### config.mk
export PLATFORM = sky130hd
export DESIGN_NAME = queue_source_arbiter_flat
export DESIGN_NICKNAME = d
export VERILOG_FILES = /design/src/rtl/queue_source_arbiter_pkg.sv /design/src/rtl/queue_source_arbiter_if.sv /design/src/rtl/queue_source_arbiter_token_mux2.sv /design/src/rtl/queue_source_arbiter.sv /design/src/flat_wrapper.sv
export SDC_FILE = /design/constraint.sdc
export NUM_CORES = 1
export LEC_CHECK = 0
export ABC_AREA = 1
export CAP_MARGIN = 10
export CORE_UTILIZATION = 25
export DETAILED_ROUTE_END_ITERATION = 6
export MAX_ROUTING_LAYER = met4
export PLACE_DENSITY = 0.54
export SLEW_MARGIN = 30
export SYNTH_ARGS = -nofsm -noshare
export SYNTH_HDL_FRONTEND = slang
export SYNTH_SLANG_ARGS = --single-unit
export TNS_END_PERCENT = 100
### constraint.sdc
create_clock -name clk -period 9.6 [get_ports clk]
set_input_delay 1.92 -clock clk [delete_from_list [all_inputs] [get_ports clk]]
set_output_delay 1.92 -clock clk [all_outputs]
set_load 0.01 [all_outputs]
### src/rtl/queue_source_arbiter_pkg.sv
// Purpose: frame-token encoding shared by the camera path, the pattern generator and the arbiter.
// Latency: none (constants and pure functions only).
// Backpressure: not applicable.
package queue_source_arbiter_pkg;

  localparam int TOKEN_W = 17;

  typedef logic [TOKEN_W-1:0] token_t;

  localparam token_t TOKEN_SOF = 17'h10000;
  localparam token_t TOKEN_ROW = 17'h10001;
  localparam token_t TOKEN_EOF = 17'h1FFFF;

  // Pixels carry {1'b0, rgb565}; everything with bit16 set is a framing marker.
  function automatic logic is_pixel(input token_t tok);
    return ~tok[TOKEN_W-1];
  endfunction

  function automatic logic is_marker(input token_t tok);
    return tok[TOKEN_W-1];
  endfunction

endpackage

### src/rtl/queue_source_arbiter_if.sv
// Purpose: one token write port (data, write strobe, full back-pressure).
// Latency: none (wires only).
// Backpressure: full is driven by the consumer and honoured by the producer.
interface queue_source_arbiter_if;
  import queue_source_arbiter_pkg::*;

  token_t data;
  logic   wr_en;
  logic   full;

  modport master (output data, output wr_en, input full);
  modport slave  (input data, input wr_en, output full);

endinterface

### src/rtl/queue_source_arbiter_token_mux2.sv
// Purpose: selects the active source's token/strobe and fans queue_full back to it.
// Latency: combinational.
// Backpressure: only the active source sees queue_full; hold_off releases both sources.
module token_mux2
  import queue_source_arbiter_pkg::*;
(
  input  logic   sel,
  input  logic   hold_off,
  input  token_t src0_data,
  input  logic   src0_wr_en,
  input  token_t src1_data,
  input  logic   src1_wr_en,
  input  logic   queue_full,
  output token_t act_data,
  output logic   act_wr_en,
  output logic   inact_wr_en,
  output logic   src0_full,
  output logic   src1_full
);

  assign act_data    = sel ? src1_data  : src0_data;
  assign act_wr_en   = sel ? src1_wr_en : src0_wr_en;
  assign inact_wr_en = sel ? src0_wr_en : src1_wr_en;

  // The non-active source free-runs so it never stalls while waiting for ownership.
  assign src0_full = queue_full & ~sel & ~hold_off;
  assign src1_full = queue_full &  sel & ~hold_off;

endmodule

### src/rtl/queue_source_arbiter.sv
// Purpose: shares one frame-token queue between two sources, switching only on frame boundaries.
// Latency: 1 cycle from accepted source token to queue write.
// Backpressure: queue_full passes to the active source only; non-active tokens are dropped and counted.
module queue_source_arbiter
  import queue_source_arbiter_pkg::*;
#(
  parameter logic DEFAULT_SRC    = 1'b0,
  parameter int   TIMEOUT_CYCLES = 4096,
  parameter int   CNT_WIDTH      = 16
) (
  input  logic                    clk,
  input  logic                    reset_n,
  input  logic                    src_sel,
  queue_source_arbiter_if.slave   src0,
  queue_source_arbiter_if.slave   src1,
  queue_source_arbiter_if.master  queue,
  output logic                    queue_wr_clk,
  output logic                    active_src,
  output logic [CNT_WIDTH-1:0]    frame_count,
  output logic [CNT_WIDTH-1:0]    drop_count,
  output logic                    proto_err
);

  typedef enum logic [1:0] {
    ST_SEEK  = 2'd0,
    ST_FRAME = 2'd1,
    ST_GAP   = 2'd2,
    ST_ABORT = 2'd3
  } arb_state_t;

  // Counter holds 0..TIMEOUT_CYCLES-1; the abort fires on the cycle it would reach TIMEOUT_CYCLES.
  localparam int              TO_W    = (TIMEOUT_CYCLES > 1) ? $clog2(TIMEOUT_CYCLES) : 1;
  localparam logic [TO_W-1:0] TO_LAST = TO_W'((TIMEOUT_CYCLES > 0) ? TIMEOUT_CYCLES - 1 : 0);
  localparam logic            TO_EN   = (TIMEOUT_CYCLES != 0);

  arb_state_t        state, state_nxt;
  logic              active_nxt;
  token_t            q_data, q_data_nxt;
  logic              q_wr, q_wr_nxt;
  logic              frame_inc;
  logic              proto_set;
  logic              seen_row, seen_row_nxt;
  logic [TO_W-1:0]   to_cnt, to_cnt_nxt;
  logic              act_dropped;

  token_t            act_data;
  logic              act_wr_en;
  logic              inact_wr_en;
  logic              accepted;
  logic              switch_req;

  logic [1:0]        drop_inc;
  logic [CNT_WIDTH:0] drop_sum;

  token_mux2 u_mux (
    .sel         (active_src),
    .hold_off    (state == ST_ABORT),
    .src0_data   (src0.data),
    .src0_wr_en  (src0.wr_en),
    .src1_data   (src1.data),
    .src1_wr_en  (src1.wr_en),
    .queue_full  (queue.full),
    .act_data    (act_data),
    .act_wr_en   (act_wr_en),
    .inact_wr_en (inact_wr_en),
    .src0_full   (src0.full),
    .src1_full   (src1.full)
  );

  assign queue_wr_clk = clk;
  assign queue.data   = q_data;
  assign queue.wr_en  = q_wr;
  assign accepted     = act_wr_en & ~queue.full;
  assign switch_req   = (src_sel != active_src);

  // Drop counter saturates; up to two tokens (one per source) can be dropped in a cycle.
  assign drop_inc = {1'b0, inact_wr_en} + {1'b0, act_dropped};
  assign drop_sum = {1'b0, drop_count} + {{(CNT_WIDTH-1){1'b0}}, drop_inc};

  // Next-state, ownership, queue write and protocol checks.
  always_comb begin
    state_nxt    = state;
    active_nxt   = active_src;
    q_wr_nxt     = 1'b0;
    q_data_nxt   = q_data;
    frame_inc    = 1'b0;
    proto_set    = 1'b0;
    seen_row_nxt = seen_row;
    to_cnt_nxt   = '0;
    act_dropped  = 1'b0;
    case (state)
      ST_SEEK: begin
        if (accepted && act_data == TOKEN_SOF) begin
          q_wr_nxt     = 1'b1;
          q_data_nxt   = act_data;
          seen_row_nxt = 1'b0;
          state_nxt    = ST_FRAME;
        end else begin
          // Ownership tracks the request freely until a frame is picked up.
          active_nxt  = src_sel;
          act_dropped = accepted;
        end
      end
      ST_FRAME: begin
        if (accepted) begin
          q_wr_nxt   = 1'b1;
          q_data_nxt = act_data;
          if (act_data == TOKEN_SOF) proto_set = 1'b1;
          if (is_pixel(act_data) && !seen_row) proto_set = 1'b1;
          if (act_data == TOKEN_ROW) seen_row_nxt = 1'b1;
        end
        // A real EOF beats a timeout landing on the same cycle.
        if (accepted && act_data == TOKEN_EOF) begin
          frame_inc = 1'b1;
          state_nxt = ST_GAP;
        end else if (switch_req && TO_EN) begin
          if (to_cnt == TO_LAST) state_nxt = ST_ABORT;
          else                   to_cnt_nxt = to_cnt + TO_W'(1);
        end
      end
      ST_GAP: begin
        if (switch_req) begin
          active_nxt  = src_sel;
          act_dropped = accepted;
          state_nxt   = ST_SEEK;
        end else if (accepted) begin
          if (act_data == TOKEN_SOF) begin
            q_wr_nxt     = 1'b1;
            q_data_nxt   = act_data;
            seen_row_nxt = 1'b0;
            state_nxt    = ST_FRAME;
          end else begin
            act_dropped = 1'b1;
            proto_set   = 1'b1;
          end
        end
      end
      ST_ABORT: begin
        // Source is released here, so every valid word it presents is discarded.
        act_dropped = act_wr_en;
        if (!queue.full) begin
          q_wr_nxt   = 1'b1;
          q_data_nxt = TOKEN_EOF;
          frame_inc  = 1'b1;
          active_nxt = src_sel;
          state_nxt  = ST_SEEK;
        end
      end
      default: state_nxt = ST_SEEK;
    endcase
  end

  // State register.
  always_ff @(posedge clk or negedge reset_n) begin
    if (!reset_n) state <= ST_SEEK;
    else          state <= state_nxt;
  end

  // Registered queue port, ownership, counters and sticky error.
  always_ff @(posedge clk or negedge reset_n) begin
    if (!reset_n) begin
      active_src  <= DEFAULT_SRC;
      q_wr        <= 1'b0;
      q_data      <= '0;
      frame_count <= '0;
      drop_count  <= '0;
      proto_err   <= 1'b0;
      seen_row    <= 1'b0;
      to_cnt      <= '0;
    end else begin
      active_src  <= active_nxt;
      q_wr        <= q_wr_nxt;
      q_data      <= q_data_nxt;
      frame_count <= frame_count + {{(CNT_WIDTH-1){1'b0}}, frame_inc};
      drop_count  <= drop_sum[CNT_WIDTH] ? {CNT_WIDTH{1'b1}} : drop_sum[CNT_WIDTH-1:0];
      proto_err   <= proto_err | proto_set;
      seen_row    <= seen_row_nxt;
      to_cnt      <= to_cnt_nxt;
    end
  end

endmodule

### src/flat_wrapper.sv
// flat-port wrapper written by rule: the top's interface ports become plain ports
module queue_source_arbiter_flat import queue_source_arbiter_pkg::*;
#(
  parameter logic DEFAULT_SRC    = 1'b0,
  parameter int   TIMEOUT_CYCLES = 4096,
  parameter int   CNT_WIDTH      = 16
)
  (clk, reset_n, src_sel, queue_wr_clk, active_src, frame_count, drop_count, proto_err, src0_data, src0_wr_en, src0_full, src1_data, src1_wr_en, src1_full, queue_data, queue_wr_en, queue_full);
  queue_source_arbiter_if src0_i ();
  queue_source_arbiter_if src1_i ();
  queue_source_arbiter_if queue_i ();
  input  logic clk;
  input  logic reset_n;
  input  logic src_sel;
  output logic queue_wr_clk;
  output logic active_src;
  output logic [CNT_WIDTH-1:0] frame_count;
  output logic [CNT_WIDTH-1:0] drop_count;
  output logic proto_err;
  input wire logic [$bits(src0_i.data)-1:0] src0_data;
  input wire logic [$bits(src0_i.wr_en)-1:0] src0_wr_en;
  output wire logic [$bits(src0_i.full)-1:0] src0_full;
  input wire logic [$bits(src1_i.data)-1:0] src1_data;
  input wire logic [$bits(src1_i.wr_en)-1:0] src1_wr_en;
  output wire logic [$bits(src1_i.full)-1:0] src1_full;
  output wire logic [$bits(queue_i.data)-1:0] queue_data;
  output wire logic [$bits(queue_i.wr_en)-1:0] queue_wr_en;
  input wire logic [$bits(queue_i.full)-1:0] queue_full;
  assign src0_i.data = src0_data;
  assign src0_i.wr_en = src0_wr_en;
  assign src0_full = src0_i.full;
  assign src1_i.data = src1_data;
  assign src1_i.wr_en = src1_wr_en;
  assign src1_full = src1_i.full;
  assign queue_data = queue_i.data;
  assign queue_wr_en = queue_i.wr_en;
  assign queue_i.full = queue_full;
  queue_source_arbiter #(.DEFAULT_SRC(DEFAULT_SRC), .TIMEOUT_CYCLES(TIMEOUT_CYCLES), .CNT_WIDTH(CNT_WIDTH)) u_core (.clk(clk), .reset_n(reset_n), .src_sel(src_sel), .src0(src0_i), .src1(src1_i), .queue(queue_i), .queue_wr_clk(queue_wr_clk), .active_src(active_src), .frame_count(frame_count), .drop_count(drop_count), .proto_err(proto_err));
endmodule
[Yosys cells after proc, flatten, opt, wreduce, memory -nomap -nowiden]
Index checks and enable logic that the tools add are counted.
Word-level totals
  bits in registers: 67
  bits of input ports: 40
  output and inout port bits: 55
  logic and storage cells: 108
Cells by class
  add/subtract/negate cells: 4
  eq/ne operators: 21
  muxes and demuxes: 53
  bitwise logic cells: 10
  reduce and logical (&&, ||, !) cells: 11
Operators with widths (number)
  $mux 17: 7
  $pmux 17 s4: 1
  $eq 17x17->1 const B: 3
  $mux 12: 4
  $mux 1: 25
  $add 16x2->17: 1
  $add 16x1->16: 1
  $mux 16: 1
  $mux 2: 8
  $add 12x1->12 const B: 1
  $eq 12x12->1 const B: 1
  $ne 2x1->1 const B: 6
  $ne 3x1->1 const B: 4
  $reduce_and 6->1: 2
  $pmux 1 s3: 3
  $pmux 2 s4: 1
  $reduce_and 7->1: 1
  $ne 2x2->1 const B: 3
  $reduce_bool 3->1: 2
  $and 1x1->1: 5
  $eq 2x2->1 const B: 2
  $not 1->1: 4
  $pmux 1 s2: 2
  $pmux 1 s4: 1
  other kinds (8): 10

[Longest topological paths before layout]
Gate-level depths: netlist of run 1.
  depth after elaboration: 9
  gate-level depth with buffers: 22
  mapped depth without buffers: 21

[By module]
A second synthesis of run 1 with hierarchy kept.
Unflattened totals
  cells, all modules: 497
  area, all modules: 3841.2 sq um
Modules (own cells, without submodules)
  queue_source_arbiter: times used 1, cells an instance 431, area each 3570.9 sq um, seq. area each 1676.6 sq um
  token_mux2: times used 1, cells an instance 66, area each 270.3 sq um, seq. area each 0.0 sq um

==> results of run 1 <==
## worst max-delay path by stage
stage                     cells after the start  slack (ns)  from            to
after floorplan                               1        2.76   clk  queue_wr_clk
after global placement                        1        2.43   clk  queue_wr_clk
after detailed placement                      1        2.43   clk  queue_wr_clk
after CTS                                     3        2.17   clk  queue_wr_clk
after global routing                          3        2.16   clk  queue_wr_clk
final                                         3        2.17   clk  queue_wr_clk
## layout make-up
class                      count  area share, %
sequential                    67           31.4
clock inverter                 6           1.66
timing repair buffer          94           17.5
inverter                      53           3.72
multi-input combinational    367           35.3
clock buffer                  14           6.06
tap                          188           4.40
## worst reg2reg max path, stage by stage (launching register included)
cell     delay (ns)
dfrtp_1        0.65
inv_2          0.43
nand2_1        0.09
nand2_1        0.18
nor2_1         0.06
nand2_1        0.11
nor2_4         0.06
nand2_1        0.09
o21ai_0        0.08
nand2_1        0.07
nand2_1        0.04
a21oi_1        0.23
fa_1           0.28
ha_1           0.18
nand2_1        0.10
or2_2          0.35
nor3_1         0.27
nand3_1        0.49
nand3_1        0.24
## metrics by stage
stage	cells	worst slack, ns	area (um2)	utilization (%)	hold slack [ns]
2_1_floorplan	500	2.76	3860	-	0.441
3_3_place_gp	770	2.43	4940	32.6	0.455
3_5_place_dp	770	2.43	4940	32.6	0.449
4_1_cts	789	2.17	5340	35.3	0.464
5_1_grt	789	2.16	5350	35.3	0.489
6_report	789	2.17	5350	35.3	0.462
## per-layer routing
metal | wire [um] | track usage, % | vias to the layer above
met5 | 0 | - | -
met4 | 91 | 4.89 | 0
met3 | 389 | 4.76 | 9
li1 | - | - | 1795
met2 | 5040 | 23.2 | 62
met1 | 4550 | 17.1 | 1683
## cell families (layout without fill, tap and decap cells)
logic type,Yosys count,in the layout
adders and majority gates,10,10
AOI/OAI and AO/OA,67,67
DFF,67,67
and+or+nand+nor,271,271
xor gates and xnor gates,19,19
buffers and inverters,66,167
## cell usage in the layout (no fill, tap or decap), drive strengths merged
master         netlist  routed
clkbuf               2      13
clkdlybuf4s50        0      93
nand3               41      41
nand4                6       6
clkinvlp             0       2
nor2                51      51
inv                 52      52
a211oi               3       3
bufinv               0       2
xor2                14      14
nand3b               1       1
o21ai               56      56
clkinv               1       3
nor3b                2       2
o22ai                1       1
ha                   9       9
dfrtp               67      67
fa                   1       1
a21oi                7       7
xnor2                5       5
nand2              150     150
nor3                15      15
or2                  4       4
buf                 11       2
nor4                 1       1
## state kept, by name, summed over array words and instances, names as in the netlist
name	flops
u_core.seen_row	1
u_core.to_cnt	12
u_core.drop_count	16
u_core.queue.data	17
u_core.proto_err	1
u_core.state	2
u_core.queue.wr_en	1
u_core.active_src	1
u_core.frame_count	16
## power breakdown
part	switching [W]	total, W	internal [W]	leakage (nW)
clock	0.000138	0.000432	0.000294	0.196
sequential	0.0000642	0.000422	0.000358	0.851
combinational	0.000375	0.000632	0.000257	1.41
total	0.000577	0.00149	0.000909	2.46
==> results.sh, run 1 <==
export IMPL_routed_wl_mm=10.1
export IMPL_ys_ff_latch=67
export IMPL_slowest_stage="clkdlybuf4s50_1"
export IMPL_crit_path_max_fanout=2
export IMPL_grt_overflow=0
export IMPL_worst_endpoint_required_ns=7.68
export IMPL_synthesis_area_um2=3860
export IMPL_die_area_um2=15900
export IMPL_io_buffers=94
export IMPL_arrival_ns=5.51
export IMPL_insertedDiodeCount=0
export IMPL_hold_end="u_core.proto_err"
export IMPL_netlist_area_leader_share_pct=43.5
export IMPL_ant_nets=0
export IMPL_row_count=45
export IMPL_synth_top_family_by_area="simple AND/OR/NAND/NOR gates"
export IMPL_hold_depth=2
export IMPL_post_cts_buffers=0
export IMPL_r2r_start="u_core.active_src"
export IMPL_syn_avg_cell_area_um2=7.71
export IMPL_cp_end_kind="primary output"
export IMPL_cts_tree="yes"
export IMPL_synthFlopType="dfrtp_1"
export IMPL_drt_vias_per_instance=4.50
export IMPL_ios=95
export IMPL_synth_simple_gate_area_share_pct=32.2
export IMPL_p_per_area_nw_per_um2=278
export IMPL_ys_async_sr_fraction_pct=100
export IMPL_num_fill_cells=1565
export IMPL_synth_xor_area_share_pct=4.31
export IMPL_p_leak_nw=2.46
export IMPL_die_w_um=126
export IMPL_crit_path_frequent_cell="clkbuf_16"
export IMPL_hpwl_mm=7.55
export IMPL_startpoint_type="clock port"
export IMPL_synth_fa_ha_area_share_pct=3.44
export IMPL_die_y_um=126
export IMPL_setup_viol=0
export IMPL_clk_latency_ns=0.45
export IMPL_cap_violations=0
export IMPL_synth_compound_area_share_pct=8.92
export IMPL_grt_pass1_wl_mm=17.4
export IMPL_crit_path_max_incr_delay_ns=0.46
export IMPL_yosys_warnings=0
export IMPL_path_buf_inv=3
export IMPL_synthDistinctLibCells=33
export IMPL_worstHoldStart="u_core.proto_err"
export IMPL_antenna_found_initial=0
export IMPL_rr_endpoint="u_core.drop_count[14]"
export IMPL_syn_nets=550
export IMPL_hold_viol_final=0
export IMPL_ys_seq_area_share_pct=43.5
export IMPL_drtIter0Drc=161
export IMPL_gp_congestion=0.810
export IMPL_reg2regPathDepth=18
export IMPL_grt_max_degree=68
export IMPL_path_clk_slew_ns=0.06
export IMPL_total_power_w=0.00149
export IMPL_hp_class="flop to flop"
export IMPL_holdBufCountCts=0
export IMPL_crit_type="clock port to primary output"
export IMPL_netlist_instances=500
export IMPL_synth_area_leaders="dfrtp_1, nand2_1, inv_1, nand3_1, nor2_1"
export IMPL_grt_pass1_vias=3536
export IMPL_firstDrtPassIters=6
export IMPL_vias=3549
export IMPL_regArea_um2=1680
export IMPL_status="completed"
export IMPL_drive_gt1_share_pct=9.65
export IMPL_fin_nets=646
export IMPL_start_util_pct=25.5
export IMPL_rsz0062_at_grt="no"
export IMPL_track_usage_pct=14.5
export IMPL_critPathTopFamily="buffers and inverters"
export IMPL_ir_drop_v=0.000102
export IMPL_synthTopCellsByCount="nand2_1, dfrtp_1, inv_1"
export IMPL_area_growth_pct=38.6
export IMPL_crit_chain="clkbuf_16, clkbuf_16, clkdlybuf4s50_1"
export IMPL_cts_repair_resized=0
export IMPL_fin_tns_setup_ns=0
export IMPL_multiInputGateArea_um2=1880
export IMPL_tightest_slew_ns=0.724
export IMPL_post_route_drc_count=0
export IMPL_r2r_slack_ns=5.52
export IMPL_yosys_mux_area_fraction_pct=0
export IMPL_finalClockSkew_ns=0.00537
export IMPL_relSlewSlack_pct=51.8
export IMPL_yosysMostFrequentCell="nand2_1"
export IMPL_yosysTopAreaCell="dfrtp_1"
export IMPL_wl_per_cell_um=12.8
export IMPL_synth_edf_count=0
export IMPL_core_um2=15100
export IMPL_slew_viol_final=0
Note: power is estimated with default switching activity, not from simulation.
==> inputs of run 2 (changes only) <==
==> constraint.sdc (replaced) <==
create_clock -name clk -period 7.1 [get_ports clk]
set_input_delay 1.42 -clock clk [delete_from_list [all_inputs] [get_ports clk]]
set_output_delay 1.42 -clock clk [all_outputs]
set_load 0.01 [all_outputs]
==> results.sh, run 2 (synthesis results as in run 1) <==
export IMPL_postPlaceCellArea_um2=4940
export IMPL_area_growth_pct=38.7
export IMPL_drtIter0Drc=221
export IMPL_crit_path_max_fanout=2
export IMPL_cap_violations=0
export IMPL_holdWs_ns=0.471
export IMPL_wl_per_cell_um=12.8
export IMPL_status="completed"
export IMPL_die_w_um=126
export IMPL_relSlewSlack_pct=50.0
export IMPL_startpoint_type="clock port"
export IMPL_insertedDiodeCount=0
export IMPL_postLayoutCellArea_um2=5350
export IMPL_antenna_found_initial=0
export IMPL_routed_wl_mm=10.1
export IMPL_drt_vias_per_instance=4.51
export IMPL_die_area_um2=15900
export IMPL_vias=3560
export IMPL_crit_type="clock port to primary output"
export IMPL_cts_repair_resized=0
export IMPL_drive_gt1_share_pct=9.65
export IMPL_post_place_ws_ns=1.68
export IMPL_ios=95
export IMPL_io_buffers=94
export IMPL_firstDrtPassIters=6
export IMPL_grt_max_degree=68
export IMPL_start_util_pct=25.5
export IMPL_cp_end_kind="primary output"
export IMPL_worst_endpoint_required_ns=5.68
export IMPL_grt_pass1_vias=3676
export IMPL_cts_tree="yes"
export IMPL_ir_drop_v=0.000129
export IMPL_fin_tns_setup_ns=0
export IMPL_core_um2=15100
export IMPL_row_count=45
export IMPL_setup_viol=0
export IMPL_drt_met1_wl_mm=4.68
export IMPL_clk_latency_ns=0.43
export IMPL_arrival_ns=4.26
export IMPL_grt_overflow=0
export IMPL_finalClockSkew_ns=0.00572
export IMPL_post_cts_buffers=0
export IMPL_largest_reg_flops=17
export IMPL_topRoutingLayerUsed="met4"
export IMPL_rsz0062_at_grt="no"
export IMPL_grt_pass1_wl_mm=17.5
export IMPL_dr_wl_met2_mm=5.05
export IMPL_hp_class="flop to flop"
export IMPL_hpwl_mm=7.67
export IMPL_p_leak_nw=2.46
export IMPL_path_clk_slew_ns=0.06
export IMPL_final_cell_mix="nand2_1, clkdlybuf4s50_1, dfrtp_1, inv_1, nor2_1"
export IMPL_slew_viol_final=0
export IMPL_layout_setup_ws_ns=1.42
export IMPL_p_per_area_nw_per_um2=379
export IMPL_final_common_cell="nand2_1"
export IMPL_holdBufCountCts=0
export IMPL_met3_length_um=301
export IMPL_hold_viol_final=0
export IMPL_gp_congestion=0.810
export IMPL_tightest_slew_ns=0.750
export IMPL_total_power_w=0.00203
export IMPL_fin_nets=646
export IMPL_ant_nets=0
export IMPL_post_route_drc_count=0
export IMPL_track_usage_pct=14.1
export IMPL_die_y_um=126
[run 2: power by group]
group / internal [W] / switching, W / total, W
combinational: 0.000348 / 0.000513 / 0.000861
clock: 0.000402 / 0.000193 / 0.000595
sequential: 0.000483 / 0.0000904 / 0.000574
total: 0.00123 / 0.000796 / 0.00203
[run 2: per-stage QoR]
step | util, % | std cells
after global routing | 35.3 | 789
after CTS | 35.3 | 789
after detailed placement | 32.6 | 770
final | 35.3 | 789
after global placement | 32.6 | 770
after floorplan | - | 500
[run 2: area by class of cell]
class	count	area, um2
clock buffer	14	324
clock inverter	6	95.1
fill	1568	9790
inverter	53	199
multi-input combinational	367	1880
sequential	67	1680
tap	188	235
timing repair buffer	94	937
[run 2: path summary, 6_finish.rpt]
path                                         from               endpoint  slack [ns]  cells past startpoint
worst max-delay path                          clk           queue_wr_clk        1.42                      3
worst max register to register  u_core.active_src   u_core.drop_count[4]        2.96                     18
worst min-delay path             u_core.proto_err       u_core.proto_err        0.47                      2
worst min register to register   u_core.proto_err       u_core.proto_err        0.47                      2
max in group asynchronous                 reset_n       u_core.to_cnt[2]        5.57                      2
min in group asynchronous                 reset_n  u_core.queue.data[12]        1.06                      2
[run 2: per-layer routing]
layer,GRT usage (%),vias to the layer above
met5,-,-
met4,4.04,0
met3,2.76,7
met2,23.4,64
met1,17.3,1688
li1,-,1801
[run 2: worst max-delay path, cell delays in order]
cell             delay [ns]
clkbuf_16              0.12
clkbuf_16              0.12
clkdlybuf4s50_1        0.47
==> inputs of run 3 (changes only) <==
==> constraint.sdc (replaced) <==
create_clock -name clk -period 5.65 [get_ports clk]
set_input_delay 1.13 -clock clk [delete_from_list [all_inputs] [get_ports clk]]
set_output_delay 1.13 -clock clk [all_outputs]
set_load 0.01 [all_outputs]
==> results.sh, run 3 (synthesis results as in run 1) <==
export IMPL_status="completed"
export IMPL_drt_vias_per_instance=4.47
export IMPL_ant_nets=0
export IMPL_crit_chain="clkbuf_16, clkbuf_16, clkdlybuf4s50_1"
export IMPL_post_cts_buffers=0
export IMPL_rsz0062_at_grt="no"
export IMPL_arrival_ns=3.54
export IMPL_drtIter0Drc=174
export IMPL_cts_tree="yes"
export IMPL_antenna_found_initial=0
export IMPL_die_area_um2=15900
export IMPL_hold_depth=1
export IMPL_p_per_area_nw_per_um2=472
export IMPL_tightest_slew_ns=0.746
export IMPL_grt_overflow=0
export IMPL_largest_reg_flops=17
export IMPL_slew_viol_final=0
export IMPL_crit_path_frequent_cell="clkbuf_16"
export IMPL_final_cell_mix="nand2_1, clkdlybuf4s50_1, dfrtp_1, inv_1, nor2_1"
export IMPL_path_clk_slew_ns=0.05
export IMPL_finalClockSkew_ns=0.00740
export IMPL_cts_repair_resized=0
export IMPL_grt_max_degree=55
export IMPL_grt_pass1_wl_mm=17.5
export IMPL_crit_path_max_incr_delay_ns=0.47
export IMPL_postLayoutCellArea_um2=5330
export IMPL_die_w_um=126
export IMPL_final_common_cell="nand2_1"
export IMPL_die_y_um=126
export IMPL_crit_type="clock port to primary output"
export IMPL_postPlaceCellArea_um2=4940
export IMPL_post_route_drc_count=0
export IMPL_insertedDiodeCount=0
export IMPL_clk_latency_ns=0.44
export IMPL_fin_tns_setup_ns=0
export IMPL_hp_class="flop to flop"
export IMPL_reg2regPathDepth=18
export IMPL_row_count=45
export IMPL_hpwl_mm=7.80
export IMPL_relSlewSlack_pct=50.2
export IMPL_ios=95
export IMPL_vias=3529
export IMPL_cp_end_kind="primary output"
export IMPL_wl_per_cell_um=12.9
export IMPL_grt_pass1_vias=3598
export IMPL_setup_viol=0
export IMPL_p_leak_nw=2.46
export IMPL_drive_gt1_share_pct=9.32
export IMPL_start_util_pct=25.5
export IMPL_slowest_stage="clkdlybuf4s50_1"
export IMPL_fin_nets=646
export IMPL_crit_path_max_fanout=2
export IMPL_routed_wl_mm=10.2
export IMPL_num_fill_cells=1571
export IMPL_gp_congestion=0.828
export IMPL_core_um2=15100
export IMPL_area_growth_pct=38.3
export IMPL_worst_endpoint_required_ns=4.52
export IMPL_firstDrtPassIters=4
export IMPL_holdWs_ns=0.473
export IMPL_holdBufCountCts=0
export IMPL_startpoint_type="clock port"
export IMPL_ir_drop_v=0.000171
export IMPL_hold_viol_final=0
export IMPL_cap_violations=0
export IMPL_io_buffers=94
export IMPL_track_usage_pct=14.3
==> run 3: changes by cell type in the layout (fill, tap and decap cells not counted) <==
cell / previous run / this run
clkbuf_1: 0 / 2
buf_4: 0 / 1
buf_6: 1 / 0
clkinv_4: 2 / 1
inv_6: 2 / 0
clkinv_2: 0 / 1
==> run 3: cell type report <==
cell class | count | area, um2 | area share [%]
well taps | 188 | 235 | 4.41
clock buffers | 16 | 332 | 6.22
inverters | 53 | 199 | 3.73
flip-flops and latches | 67 | 1680 | 31.4
repair buffers | 94 | 933 | 17.5
multi-input cells | 367 | 1880 | 35.3
clock inverters | 4 | 73.8 | 1.38
==> run 3: final timing paths <==
path,from,end,slack (ns)
min in group asynchronous,reset_n,u_core.active_src,0.60
min,u_core.frame_count[15],u_core.frame_count[15],0.47
max in group asynchronous,reset_n,u_core.drop_count[2],4.05
min reg2reg,u_core.frame_count[15],u_core.frame_count[15],0.47
max,clk,queue_wr_clk,0.98
max reg2reg,u_core.active_src,u_core.drop_count[2],1.50
==> run 3: power by group <==
group	total, W	switching, W	internal (W)
Clock	0.000719	0.000218	0.000501
Sequential	0.000720	0.000112	0.000608
Combinational	0.00108	0.000642	0.000437
Total	0.00252	0.000972	0.00155
==> run 3: worst max-delay path: cells and delay by family <==
family / cells / cell delay [ns]
buffers and inverters: 3 / 0.71
==> run 3: stage by stage <==
stage	worst slack, ns	power (W)	util [%]	instances
finish	0.983	0.00252	35.2	789
CTS	0.977	0.00256	35.2	789
global placement	1.02	0.00182	32.6	770
global route	0.927	0.00273	35.2	789
floorplan	1.58	0.00144	-	500
detailed placement	0.944	0.00184	32.6	770
==> run 3: metal layers <==
| metal | GRT usage [%] | share of wire, % |
|---|---|---|
| met2 | 24.4 | 51 |
| met5 | - | 0 |
| met4 | 3.05 | 0.79 |
| met3 | 3.78 | 2.9 |
| met1 | 16.8 | 46 |
